`config.mk`:
```
export PLATFORM = sky130hd
export DESIGN_NAME = muldiv_sequencer_flat
export DESIGN_NICKNAME = d
export VERILOG_FILES = /design/src/rtl/muldiv_sequencer_if.sv /design/src/rtl/muldiv_sequencer.sv /design/src/flat_wrapper.sv
export SDC_FILE = /design/constraint.sdc
export NUM_CORES = 1
export LEC_CHECK = 0
export ABC_CLOCK_PERIOD_IN_PS = 6750
export CAP_MARGIN = 10
export CORE_MARGIN = 1
export CORE_UTILIZATION = 47
export CTS_CLUSTER_DIAMETER = 150
export DETAILED_ROUTE_END_ITERATION = 6
export GPL_ROUTABILITY_DRIVEN = 0
export MAX_ROUTING_LAYER = met4
export PLACE_DENSITY = 0.84
export SYNTH_ARGS = -nofsm -noshare
export SYNTH_HDL_FRONTEND = slang
export SYNTH_SLANG_ARGS = --single-unit
```
`constraint.sdc`:
```
create_clock -name clk -period 6.75 [get_ports clk]
set_clock_uncertainty 0.2 [all_clocks]
set_input_delay 1.35 -clock clk [delete_from_list [all_inputs] [get_ports clk]]
set_output_delay 1.35 -clock clk [all_outputs]
set_load 0.05 [all_outputs]
```
`src/rtl/muldiv_sequencer_if.sv`:
```
// Handshake bundle between the EX-stage control and the mul/div sequencer.
// Latency: none; this interface is wiring only.
// Backpressure: stall is driven back to the pipeline through this bundle.
interface muldiv_sequencer_if;
   // Pipeline -> sequencer
   logic       valid;
   logic       is_mul;
   logic       is_div;
   logic       is_mod;
   logic [3:0] rd;
   logic       flush;
   // Sequencer -> unit / pipeline / writeback
   logic       unit_start;
   logic [1:0] unit_op;
   logic       unit_abort;
   logic       stall;
   logic       wb_en;
   logic [3:0] wb_rd;
   logic       busy;
   logic [5:0] count;

   // Pipeline/control side
   modport master (
      output valid, is_mul, is_div, is_mod, rd, flush,
      input  unit_start, unit_op, unit_abort, stall, wb_en, wb_rd, busy, count
   );

   // Sequencer side
   modport slave (
      input  valid, is_mul, is_div, is_mod, rd, flush,
      output unit_start, unit_op, unit_abort, stall, wb_en, wb_rd, busy, count
   );
endinterface

```
`src/rtl/muldiv_sequencer.sv`:
```
// Sequences a multi-cycle mul/div/mod op: start pulse, busy countdown, one-cycle writeback.
// Latency: writeback LAT+1 cycles after accept (LAT = MUL_LAT or DIV_LAT).
// Backpressure: stall held from the accept cycle through the last BUSY cycle; dropped in DONE or on flush.
module muldiv_sequencer #(
   parameter int unsigned MUL_LAT = 4,   // busy cycles for a multiply, 1..63
   parameter int unsigned DIV_LAT = 32   // busy cycles for divide/modulus, 1..63
) (
   input  logic               clk,
   input  logic               rst,
   muldiv_sequencer_if.slave  bus
);

   localparam logic [1:0] OP_MUL = 2'b00;
   localparam logic [1:0] OP_DIV = 2'b01;
   localparam logic [1:0] OP_MOD = 2'b10;

   // Countdown start values: BUSY runs while count goes LAT-1 .. 0
   localparam logic [5:0] MUL_CNT = 6'(MUL_LAT - 1);
   localparam logic [5:0] DIV_CNT = 6'(DIV_LAT - 1);

   typedef enum logic [1:0] {
      S_IDLE = 2'b00,
      S_BUSY = 2'b01,
      S_DONE = 2'b10
   } state_t;

   state_t     state_q, state_d;
   logic [5:0] count_q, count_d;
   logic [1:0] op_q,    op_d;
   logic [3:0] rd_q,    rd_d;

   logic       any_op;
   logic       accept;
   logic [1:0] op_enc;
   logic [5:0] load_cnt;
   logic       start_raw;
   logic       abort_raw;
   logic       stall_raw;
   logic       wb_en_raw;

   // Decode the requested op; div outranks mod, which outranks mul
   always_comb begin
      op_enc   = OP_MUL;
      load_cnt = MUL_CNT;
      if (bus.is_div) begin
         op_enc   = OP_DIV;
         load_cnt = DIV_CNT;
      end else if (bus.is_mod) begin
         op_enc   = OP_MOD;
         load_cnt = DIV_CNT;
      end
   end

   // A new op is taken only from IDLE and never alongside a flush or during reset
   assign any_op = bus.is_mul | bus.is_div | bus.is_mod;
   assign accept = bus.valid & any_op & ~bus.flush & (state_q == S_IDLE) & ~rst;

   // Next-state and per-state control outputs
   always_comb begin
      state_d   = state_q;
      count_d   = count_q;
      op_d      = op_q;
      rd_d      = rd_q;
      start_raw = 1'b0;
      abort_raw = 1'b0;
      stall_raw = 1'b0;
      wb_en_raw = 1'b0;

      case (state_q)
         S_IDLE: begin
            if (accept) begin
               start_raw = 1'b1;
               stall_raw = 1'b1;
               op_d      = op_enc;
               rd_d      = bus.rd;
               count_d   = load_cnt;
               state_d   = S_BUSY;
            end
         end

         S_BUSY: begin
            if (bus.flush) begin
               // Killed op: tell the unit to drop it and release the pipeline now
               abort_raw = 1'b1;
               count_d   = 6'd0;
               state_d   = S_IDLE;
            end else begin
               stall_raw = 1'b1;
               if (count_q == 6'd0) begin
                  state_d = S_DONE;
               end else begin
                  count_d = count_q - 6'd1;
               end
            end
         end

         S_DONE: begin
            // Result is ready; a flush here suppresses the writeback. Never accepts.
            wb_en_raw = ~bus.flush;
            state_d   = S_IDLE;
         end

         default: begin
            count_d = 6'd0;
            state_d = S_IDLE;
         end
      endcase
   end

   // State, countdown and latched op/rd registers
   always_ff @(posedge clk or posedge rst) begin
      if (rst) begin
         state_q <= S_IDLE;
         count_q <= 6'd0;
         op_q    <= OP_MUL;
         rd_q    <= 4'd0;
      end else begin
         state_q <= state_d;
         count_q <= count_d;
         op_q    <= op_d;
         rd_q    <= rd_d;
      end
   end

   // Outputs are forced low while reset is held so the pipeline sees a quiet block immediately
   assign bus.unit_start = start_raw & ~rst;
   assign bus.unit_abort = abort_raw & ~rst;
   assign bus.stall      = stall_raw & ~rst;
   assign bus.wb_en      = wb_en_raw & ~rst;
   assign bus.busy       = (state_q != S_IDLE) & ~rst;
   // The unit sees the new op code in the accept cycle, before it is latched
   assign bus.unit_op    = accept ? op_enc : op_q;
   assign bus.wb_rd      = rd_q;
   assign bus.count      = count_q;

endmodule
```
`src/flat_wrapper.sv`:
```
// flat-port wrapper written by rule: the top's interface ports become plain ports
module muldiv_sequencer_flat 
#(
   parameter int unsigned MUL_LAT = 4,                                       
   parameter int unsigned DIV_LAT = 32                                           
)
  (clk, rst, bus_valid, bus_is_mul, bus_is_div, bus_is_mod, bus_rd, bus_flush, bus_unit_start, bus_unit_op, bus_unit_abort, bus_stall, bus_wb_en, bus_wb_rd, bus_busy, bus_count);
  muldiv_sequencer_if bus_i ();
  input  logic clk;
  input  logic rst;
  input wire logic [$bits(bus_i.valid)-1:0] bus_valid;
  input wire logic [$bits(bus_i.is_mul)-1:0] bus_is_mul;
  input wire logic [$bits(bus_i.is_div)-1:0] bus_is_div;
  input wire logic [$bits(bus_i.is_mod)-1:0] bus_is_mod;
  input wire logic [$bits(bus_i.rd)-1:0] bus_rd;
  input wire logic [$bits(bus_i.flush)-1:0] bus_flush;
  output wire logic [$bits(bus_i.unit_start)-1:0] bus_unit_start;
  output wire logic [$bits(bus_i.unit_op)-1:0] bus_unit_op;
  output wire logic [$bits(bus_i.unit_abort)-1:0] bus_unit_abort;
  output wire logic [$bits(bus_i.stall)-1:0] bus_stall;
  output wire logic [$bits(bus_i.wb_en)-1:0] bus_wb_en;
  output wire logic [$bits(bus_i.wb_rd)-1:0] bus_wb_rd;
  output wire logic [$bits(bus_i.busy)-1:0] bus_busy;
  output wire logic [$bits(bus_i.count)-1:0] bus_count;
  assign bus_i.valid = bus_valid;
  assign bus_i.is_mul = bus_is_mul;
  assign bus_i.is_div = bus_is_div;
  assign bus_i.is_mod = bus_is_mod;
  assign bus_i.rd = bus_rd;
  assign bus_i.flush = bus_flush;
  assign bus_unit_start = bus_i.unit_start;
  assign bus_unit_op = bus_i.unit_op;
  assign bus_unit_abort = bus_i.unit_abort;
  assign bus_stall = bus_i.stall;
  assign bus_wb_en = bus_i.wb_en;
  assign bus_wb_rd = bus_i.wb_rd;
  assign bus_busy = bus_i.busy;
  assign bus_count = bus_i.count;
  muldiv_sequencer #(.MUL_LAT(MUL_LAT), .DIV_LAT(DIV_LAT)) u_core (.clk(clk), .rst(rst), .bus(bus_i));
endmodule
```
==> impl_metrics.py, run 1 <==
metrics = {
    "layout": {
        "fillers": 120,
        "antenna-diode-count": 0,
        "synthToLayoutAreaGrowth_pct": 37.5,
        "drive_above_1_share": 0.145,
        "nets": 131,
    },
    "timing": {
        "period_share": 0.789,
        "max_freq_ghz": 0.188,
        "tightest_slew_ns": 0.539,
        "timing.final.hold_violations": 0,
        "setup_viol": 0,
        "slew_headroom": 0.640,
        "rsz0062_at_grt": "no",
        "period_needed_ns": 5.33,
        "tns_ns": 0,
        "hold-worst-slack_ns": 0.290,
        "maxSlewViolCount": 0,
    },
    "placed_design": {
        "dp_hpwl_um": 1380,
        "io_buffers": 27,
    },
    "routing": {
        "wl_per_cell_um": 14.0,
        "vias": 790,
        "drt_first_pass_iters": 6,
        "route.antenna.remaining_nets": 0,
        "detail_route.iter0.violations": 21,
        "vias_per_cell": 5.94,
        "wirelength_um": 1870,
        "drc": 2,
    },
    "synthesis": {
        "yosysSeqAreaShare": 0.418,
        "async_reset_ff_frac": 1.00,
        "yosys-top-cells-area": "dfrtp_1 42%, mux2_2 9.4%, nor2_1 4.0%",
        "yosys_warnings": 0,
        "yosysTopAreaCell": "dfrtp_1",
        "syn_area_per_cell_um2": 9.42,
        "synth_seq_cells": 14,
        "netlist_instances": 89,
        "synth_cell_types": 36,
        "syn_area_um2": 838,
        "syn_nets": 102,
        "synth_edf_count": 0,
        "synthFlopType": "dfrtp_1",
        "synth_top_area_share": 0.418,
    },
    "min_path": {
        "hold_class": "register to register",
        "hold_start": "u_core.op_q[1]",
    },
    "global_route": {
        "grt_max_degree": 15,
        "overflow": 0,
        "grt_first_pass_wirelength_um": 3060,
        "first_global_vias": 695,
        "track_usage": 0.222,
        "antenna_found_initial": 0,
    },
    "floorplan": {
        "die-area_um2": 1960,
        "die_height_um": 44.2,
        "coreArea_um2": 1580,
        "io_pins": 28,
        "start_util": 0.532,
        "placementRows": 14,
        "die_x_um": 44.2,
    },
    "critical_path": {
        "worstSetupEndpointType": "output pin",
        "critPathLaunchType": "input pin",
        "cp_max_fo": 12,
        "worstSetupEndpoint": "bus_unit_op[1]",
        "r2r_slack_ns": 4.28,
        "startpoint": "bus_flush",
        "r2r_cells": 7,
        "worstReg2RegStart": "u_core.bus.count[0]",
        "worstPathArrival_ns": 3.78,
        "required_ns": 5.20,
        "path_class": "input pin to output pin",
        "rr_endpoint": "u_core.bus.count[4]",
    },
    "clocking": {
        "htreeDepth": 1,
        "cts_buffers": 3,
        "clockBufferDepth": 2,
        "clk_pin_slew_worst_paths_ns": 0.09,
        "post_cts_buffers": 0,
        "cts_tree": "built",
        "cts.repair.resized": 0,
        "cts_sinks": 14,
        "hold_buffers": 0,
        "clk_latency_ns": 0.29,
        "cts_root_buf": "clkbuf_4",
    },
    "flow_run": {
        "timing.max_cap.violations": 0,
    },
    "power": {
        "power_mw": 0.319,
        "p_leak_nw": 0.495,
        "peakVddDrop_mv": 0.224,
        "p_per_area_nw_per_um2": 277,
    },
    "run_status": {
        "status": "finished, violations left",
        "violations": "DRC",
    },
}
cells in the mapped netlist, drive strengths merged (2+ instances only):
cell	count
a21oi	2
a31oi	2
clkbuf	2
dfrtp	14
ha	2
inv	8
mux2	7
mux2i	2
nand2	6
nand4	2
nor2	9
nor3	5
o21ai	6
or3b	2
or4	2
state kept, by name (all words and copies together), names as in the netlist:
register,flops
u_core.bus.count,6
u_core.bus.wb_rd,4
u_core.op_q,2
u_core.state_q,2
cells by family (layout without fill, tap and decap cells):
| group | Yosys count | after routing | synth area share |
|---|---|---|---|
| compound gates | 21 | 21 | 0.182 |
| buf+inv | 12 | 40 | 0.0612 |
| mux | 9 | 9 | 0.118 |
| fa+ha+maj | 2 | 2 | 0.0298 |
| flops | 14 | 14 | 0.418 |
| simple gates | 31 | 31 | 0.191 |
worst min-delay path by stage:
stage,end,slack (ns),cells after the start
3_3_place_gp,u_core.op_q[1],0.27,2
3_5_place_dp,u_core.op_q[1],0.27,2
5_1_grt,u_core.op_q[1],0.31,2
6_report,u_core.op_q[1],0.29,2
2_1_floorplan,u_core.op_q[1],0.24,2
4_1_cts,u_core.op_q[1],0.29,2
critical path: stages:
cell and delay [ns]:
clkdlybuf4s50_1 0.52, nor2_1 0.29, nand4_1 0.45, o21ai_0 0.32, clkdlybuf4s50_1 0.84
power by group:
part           switching (mW)  internal (mW)  leakage (nW)
registers              0.0164         0.0999         0.167
logic                  0.0890         0.0517         0.307
clock network          0.0292         0.0329        0.0210
final cells by class:
class | count | area, um^2 | share of cell area
sequential | 14 | 350 | 0.304
timing repair buffer | 27 | 270 | 0.235
multi-input combinational | 63 | 437 | 0.379
inverter | 9 | 38.8 | 0.0337
clock buffer | 4 | 36.3 | 0.0315
tap | 16 | 20.0 | 0.0174
metrics by stage:
stage,worst slack (ns),area (um^2),cells,util
5_1_grt,1.19,1150,133,0.731
3_5_place_dp,1.42,1120,129,0.708
2_1_floorplan,2.12,838,89,-
6_report,1.42,1150,133,0.731
4_1_cts,1.40,1150,133,0.731
3_3_place_gp,1.47,1120,129,0.708
layer usage:
metal	global-route usage	share of wire	up-vias
li1	-	-	385
met1	0.296	0.45	368
met2	0.326	0.47	32
met3	0.0245	0.063	5
met4	0.127	0.024	0
met5	-	0	-
layout by cell type (no fill, tap or decap), types with 2 or more instances in the layout:
cell and instances:
nor3_1 5, nor2_1 9, clkbuf_4 3, mux2_2 7, nand2_1 6, ha_1 2, dfrtp_1 14, mux2i_1 2
o21ai_0 6, inv_1 8, clkdlybuf4s50_1 27, a31oi_1 2, nand4_1 2
Note: power is estimated with default switching activity, not from simulation.
==> run 2, diff against run 1 <==
--- a/config.mk
+++ b/config.mk
@@ -5,15 +5,15 @@
 export SDC_FILE = /design/constraint.sdc
 export NUM_CORES = 1
 export LEC_CHECK = 0
-export ABC_CLOCK_PERIOD_IN_PS = 6750
+export ABC_CLOCK_PERIOD_IN_PS = 5380
 export CAP_MARGIN = 10
 export CORE_MARGIN = 1
-export CORE_UTILIZATION = 47
+export CORE_UTILIZATION = 44
 export CTS_CLUSTER_DIAMETER = 150
 export DETAILED_ROUTE_END_ITERATION = 6
 export GPL_ROUTABILITY_DRIVEN = 0
 export MAX_ROUTING_LAYER = met4
-export PLACE_DENSITY = 0.84
+export PLACE_DENSITY = 0.79
 export SYNTH_ARGS = -nofsm -noshare
 export SYNTH_HDL_FRONTEND = slang
 export SYNTH_SLANG_ARGS = --single-unit
==> constraint.sdc (replaced) <==
create_clock -name clk -period 5.38 [get_ports clk]
set_clock_uncertainty 0.2 [all_clocks]
set_input_delay 1.076 -clock clk [delete_from_list [all_inputs] [get_ports clk]]
set_output_delay 1.076 -clock clk [all_outputs]
set_load 0.05 [all_outputs]
==> impl_metrics.py, run 2 (synthesis results as in run 1) <==
metrics = {
    "routing": {
        "drc": 0,
        "wl_per_cell_um": 13.3,
        "wirelength_um": 1880,
        "vias": 804,
        "route.antenna.remaining_nets": 0,
        "detail_route.iter0.violations": 16,
        "vias_per_cell": 5.66,
        "drt_first_pass_iters": 4,
    },
    "clocking": {
        "hold_buffers": 0,
        "clockBufferDepth": 2,
        "htreeDepth": 1,
        "cts_tree": "built",
        "cts_buffers": 3,
        "clk_latency_ns": 0.28,
        "clk_pin_slew_worst_paths_ns": 0.08,
        "cts_sinks": 14,
        "cts_root_buf": "clkbuf_4",
        "cts.repair.resized": 0,
        "post_cts_buffers": 0,
    },
    "critical_path": {
        "r2r_slack_ns": 2.88,
        "worstSetupEndpointType": "output pin",
        "required_ns": 4.10,
        "worstPathArrival_ns": 3.40,
        "cp_max_fo": 8,
        "path_class": "input pin to output pin",
        "critPathLaunchType": "input pin",
    },
    "power": {
        "pwr-share-clk": 0.156,
        "swShare": 0.435,
        "combinationalPowerShare": 0.461,
        "p_leak_nw": 0.492,
        "peakVddDrop_mv": 0.203,
        "net-switching-power_mw": 0.167,
        "p_per_area_nw_per_um2": 331,
        "power_frac_seq": 0.383,
        "internal-power_mw": 0.216,
    },
    "timing": {
        "tns_ns": 0,
        "period_needed_ns": 4.68,
        "setup_viol": 0,
        "timing.final.hold_violations": 0,
        "slew_headroom": 0.640,
        "period_share": 0.870,
        "setup_ws_ns": 0.701,
        "max_freq_ghz": 0.214,
        "tightest_slew_ns": 0.533,
        "rsz0062_at_grt": "no",
        "maxSlewViolCount": 0,
    },
    "layout": {
        "nets": 132,
        "antenna-diode-count": 0,
        "mostFrequentLayoutCells": "27 x clkdlybuf4s50_1, 14 x dfrtp_1, 9 x nor2_1",
        "layout_commonest_cell": "clkdlybuf4s50_1",
        "largest_register_ffs": 6,
        "synthToLayoutAreaGrowth_pct": 38.1,
        "fillers": 172,
        "drive_above_1_share": 0.145,
    },
    "floorplan": {
        "die_height_um": 45.7,
        "placementRows": 15,
        "start_util": 0.475,
        "die_x_um": 45.7,
        "io_pins": 28,
        "die-area_um2": 2080,
        "coreArea_um2": 1760,
    },
    "global_route": {
        "antenna_found_initial": 0,
        "overflow": 0,
        "use_met2": 0.334,
        "grtUsageMet1": 0.267,
        "grt_max_degree": 15,
        "first_global_vias": 731,
        "top_usage_layer": "met2",
        "met3_usage": 0.0635,
        "grt_first_pass_wirelength_um": 3150,
        "track_usage": 0.218,
    },
    "flow_run": {
        "timing.max_cap.violations": 0,
    },
    "run_status": {
        "status": "finished clean",
    },
    "placed_design": {
        "dp_hpwl_um": 1370,
        "io_buffers": 27,
        "pre_cts_ws_ns": 0.762,
    },
    "min_path": {
        "hold_class": "register to register",
    },
}
## run 2: per-stage QoR
| step | std cells | utilization | hold slack, ns | area, um^2 | power (mW) |
|---|---|---|---|---|---|
| after floorplan | 89 | - | 0.239 | 838 | 0.263 |
| after global placement | 139 | 0.643 | 0.260 | 1130 | 0.324 |
| after detailed placement | 139 | 0.643 | 0.267 | 1130 | 0.325 |
| after CTS | 142 | 0.656 | 0.287 | 1160 | 0.386 |
| after global routing | 142 | 0.656 | 0.321 | 1160 | 0.403 |
| final | 142 | 0.656 | 0.280 | 1160 | 0.383 |
## run 2: routing by layer
| metal | vias to the layer above | routed length, um |
|---|---|---|
| met1 | 380 | 861 |
| met3 | 7 | 106 |
| met4 | 0 | 26 |
| li1 | 385 | - |
| met5 | - | 0 |
| met2 | 32 | 888 |
## run 2: worst paths after layout
check / to / from / cells after the start
worst max register to register: u_core.bus.count[4] / u_core.bus.count[0] / 7
min in group asynchronous: u_core.state_q[1] / rst / 2
max in group asynchronous: u_core.state_q[0] / rst / 2
worst min register to register: u_core.op_q[1] / u_core.op_q[1] / 2
worst max-delay path: bus_unit_op[1] / bus_flush / 5
worst min-delay path: u_core.op_q[1] / u_core.op_q[1] / 2
## run 2: final cells by class
cell class | instances | area [um^2] | share of cell area
Inverter | 9 | 38.8 | 0.0335
Clock buffer | 3 | 22.5 | 0.0195
Tap cell | 25 | 31.3 | 0.0270
Multi-Input combinational cell | 63 | 437 | 0.377
Timing Repair Buffer | 28 | 278 | 0.240
Sequential cell | 14 | 350 | 0.303
## run 2: critical path: stages
cell	delay, ns
clkdlybuf4s50_1	0.54
nor2_1	0.32
nand4_1	0.33
o21ai_0	0.29
clkdlybuf4s50_1	0.84
## run 2: power groups by stage
stage                     combinational [mW]  sequential (mW)  clock, mW
after floorplan                       0.0602            0.202          0
after global placement                 0.176            0.148          0
after detailed placement               0.177            0.148          0
after CTS                              0.178            0.147     0.0614
after global routing                   0.187            0.150     0.0658
final                                  0.177            0.147     0.0597
==> run 3, diff against run 2 <==
--- a/config.mk
+++ b/config.mk
@@ -14,6 +14,7 @@
 export GPL_ROUTABILITY_DRIVEN = 0
 export MAX_ROUTING_LAYER = met4
 export PLACE_DENSITY = 0.79
+export RECOVER_POWER = 50
 export SYNTH_ARGS = -nofsm -noshare
 export SYNTH_HDL_FRONTEND = slang
 export SYNTH_SLANG_ARGS = --single-unit
==> impl_metrics.py, run 3 (synthesis results as in run 1) <==
metrics = {
    "power": {
        "p_per_area_nw_per_um2": 328,
        "p_leak_nw": 0.494,
        "peakVddDrop_mv": 0.202,
    },
    "critical_path": {
        "worstPathArrival_ns": 3.49,
        "cp_max_fo": 8,
        "worstSetupEndpointType": "output pin",
        "critPathLaunchType": "input pin",
        "required_ns": 4.10,
        "r2r_cells": 7,
        "path_class": "input pin to output pin",
    },
    "global_route": {
        "antenna_found_initial": 0,
        "top_usage_layer": "met2",
        "first_global_vias": 731,
        "track_usage": 0.218,
        "overflow": 0,
        "grt_max_degree": 15,
        "grt_first_pass_wirelength_um": 3150,
        "grtUsageMet1": 0.267,
        "use_met2": 0.334,
        "met3_usage": 0.0635,
    },
    "run_status": {
        "status": "finished clean",
    },
    "floorplan": {
        "placementRows": 15,
        "coreArea_um2": 1760,
        "die-area_um2": 2080,
        "io_pins": 28,
        "die_height_um": 45.7,
        "die_x_um": 45.7,
        "start_util": 0.475,
    },
    "timing": {
        "tns_ns": 0,
        "setup_viol": 0,
        "hold-worst-slack_ns": 0.280,
        "period_share": 0.886,
        "setup_ws_ns": 0.613,
        "timing.final.hold_violations": 0,
        "max_freq_ghz": 0.210,
        "maxSlewViolCount": 0,
        "period_needed_ns": 4.77,
        "slew_headroom": 0.640,
        "tightest_slew_ns": 0.533,
        "rsz0062_at_grt": "no",
    },
    "placed_design": {
        "pre_cts_ws_ns": 0.762,
        "io_buffers": 27,
        "place_area_um2": 1130,
        "dp_hpwl_um": 1370,
    },
    "layout": {
        "synthToLayoutAreaGrowth_pct": 38.1,
        "fin_util": 0.656,
        "layout_commonest_cell": "clkdlybuf4s50_1",
        "mostFrequentLayoutCells": "21 x clkdlybuf4s50_1, 14 x dfrtp_1, 9 x nor2_1",
        "postLayoutCellArea_um2": 1160,
        "antenna-diode-count": 0,
        "drive_above_1_share": 0.145,
        "nets": 132,
        "largest_register_ffs": 6,
    },
    "routing": {
        "wl_per_cell_um": 13.2,
        "wirelength_um": 1880,
        "route.antenna.remaining_nets": 0,
        "vias_per_cell": 5.66,
        "drc": 0,
        "drt_first_pass_iters": 4,
        "vias": 804,
        "detail_route.iter0.violations": 16,
    },
    "clocking": {
        "cts.repair.resized": 0,
        "clockBufferDepth": 2,
        "cts_buffers": 3,
        "cts_tree": "built",
        "cts_root_buf": "clkbuf_4",
        "clk_pin_slew_worst_paths_ns": 0.08,
        "htreeDepth": 1,
        "hold_buffers": 0,
        "post_cts_buffers": 0,
        "clk_latency_ns": 0.28,
        "cts_sinks": 14,
    },
    "flow_run": {
        "timing.max_cap.violations": 0,
    },
    "min_path": {
        "hold_class": "register to register",
        "whs_path_depth": 2,
    },
}
[run 3: where the power goes]
part	total [mW]	internal [mW]	switching, mW
Clock	0.0597	0.0260	0.0337
Combinational	0.174	0.0621	0.112
Sequential	0.146	0.125	0.0210
[run 3: through the flow]
stage | total power, mW | std cells
6_report | 0.380 | 142
5_1_grt | 0.400 | 142
4_1_cts | 0.386 | 142
3_5_place_dp | 0.325 | 139
3_3_place_gp | 0.324 | 139
2_1_floorplan | 0.263 | 89
[run 3: area by class of cell]
class | instances | area [um^2]
Timing Repair Buffer | 28 | 278
Inverter | 9 | 38.8
Sequential cell | 14 | 350
Tap cell | 25 | 31.3
Fill cell | 172 | 607
Multi-Input combinational cell | 63 | 437
Clock buffer | 3 | 22.5
[run 3: final timing paths]
check | from | to | slack, ns
hold reg to reg | u_core.op_q[1] | u_core.op_q[1] | 0.28
max in group asynchronous | rst | u_core.state_q[0] | 3.46
min in group asynchronous | rst | u_core.state_q[1] | 1.16
hold / removal | u_core.op_q[1] | u_core.op_q[1] | 0.28
setup / recovery | bus_flush | bus_unit_op[1] | 0.61
setup reg to reg | u_core.bus.count[0] | u_core.bus.count[4] | 2.88
[run 3: worst max-delay path, cell delays in order]
cell	delay, ns
dlygate4sd3_1	0.65
nor2_1	0.30
nand4_1	0.33
o21ai_0	0.29
clkdlybuf4s50_1	0.84
[run 3: layer usage]
| layer | vias up | part of all wire |
|---|---|---|
| li1 | 385 | - |
| met1 | 380 | 0.45 |
| met2 | 32 | 0.47 |
| met3 | 7 | 0.059 |
| met4 | 0 | 0.014 |
| met5 | - | 0 |
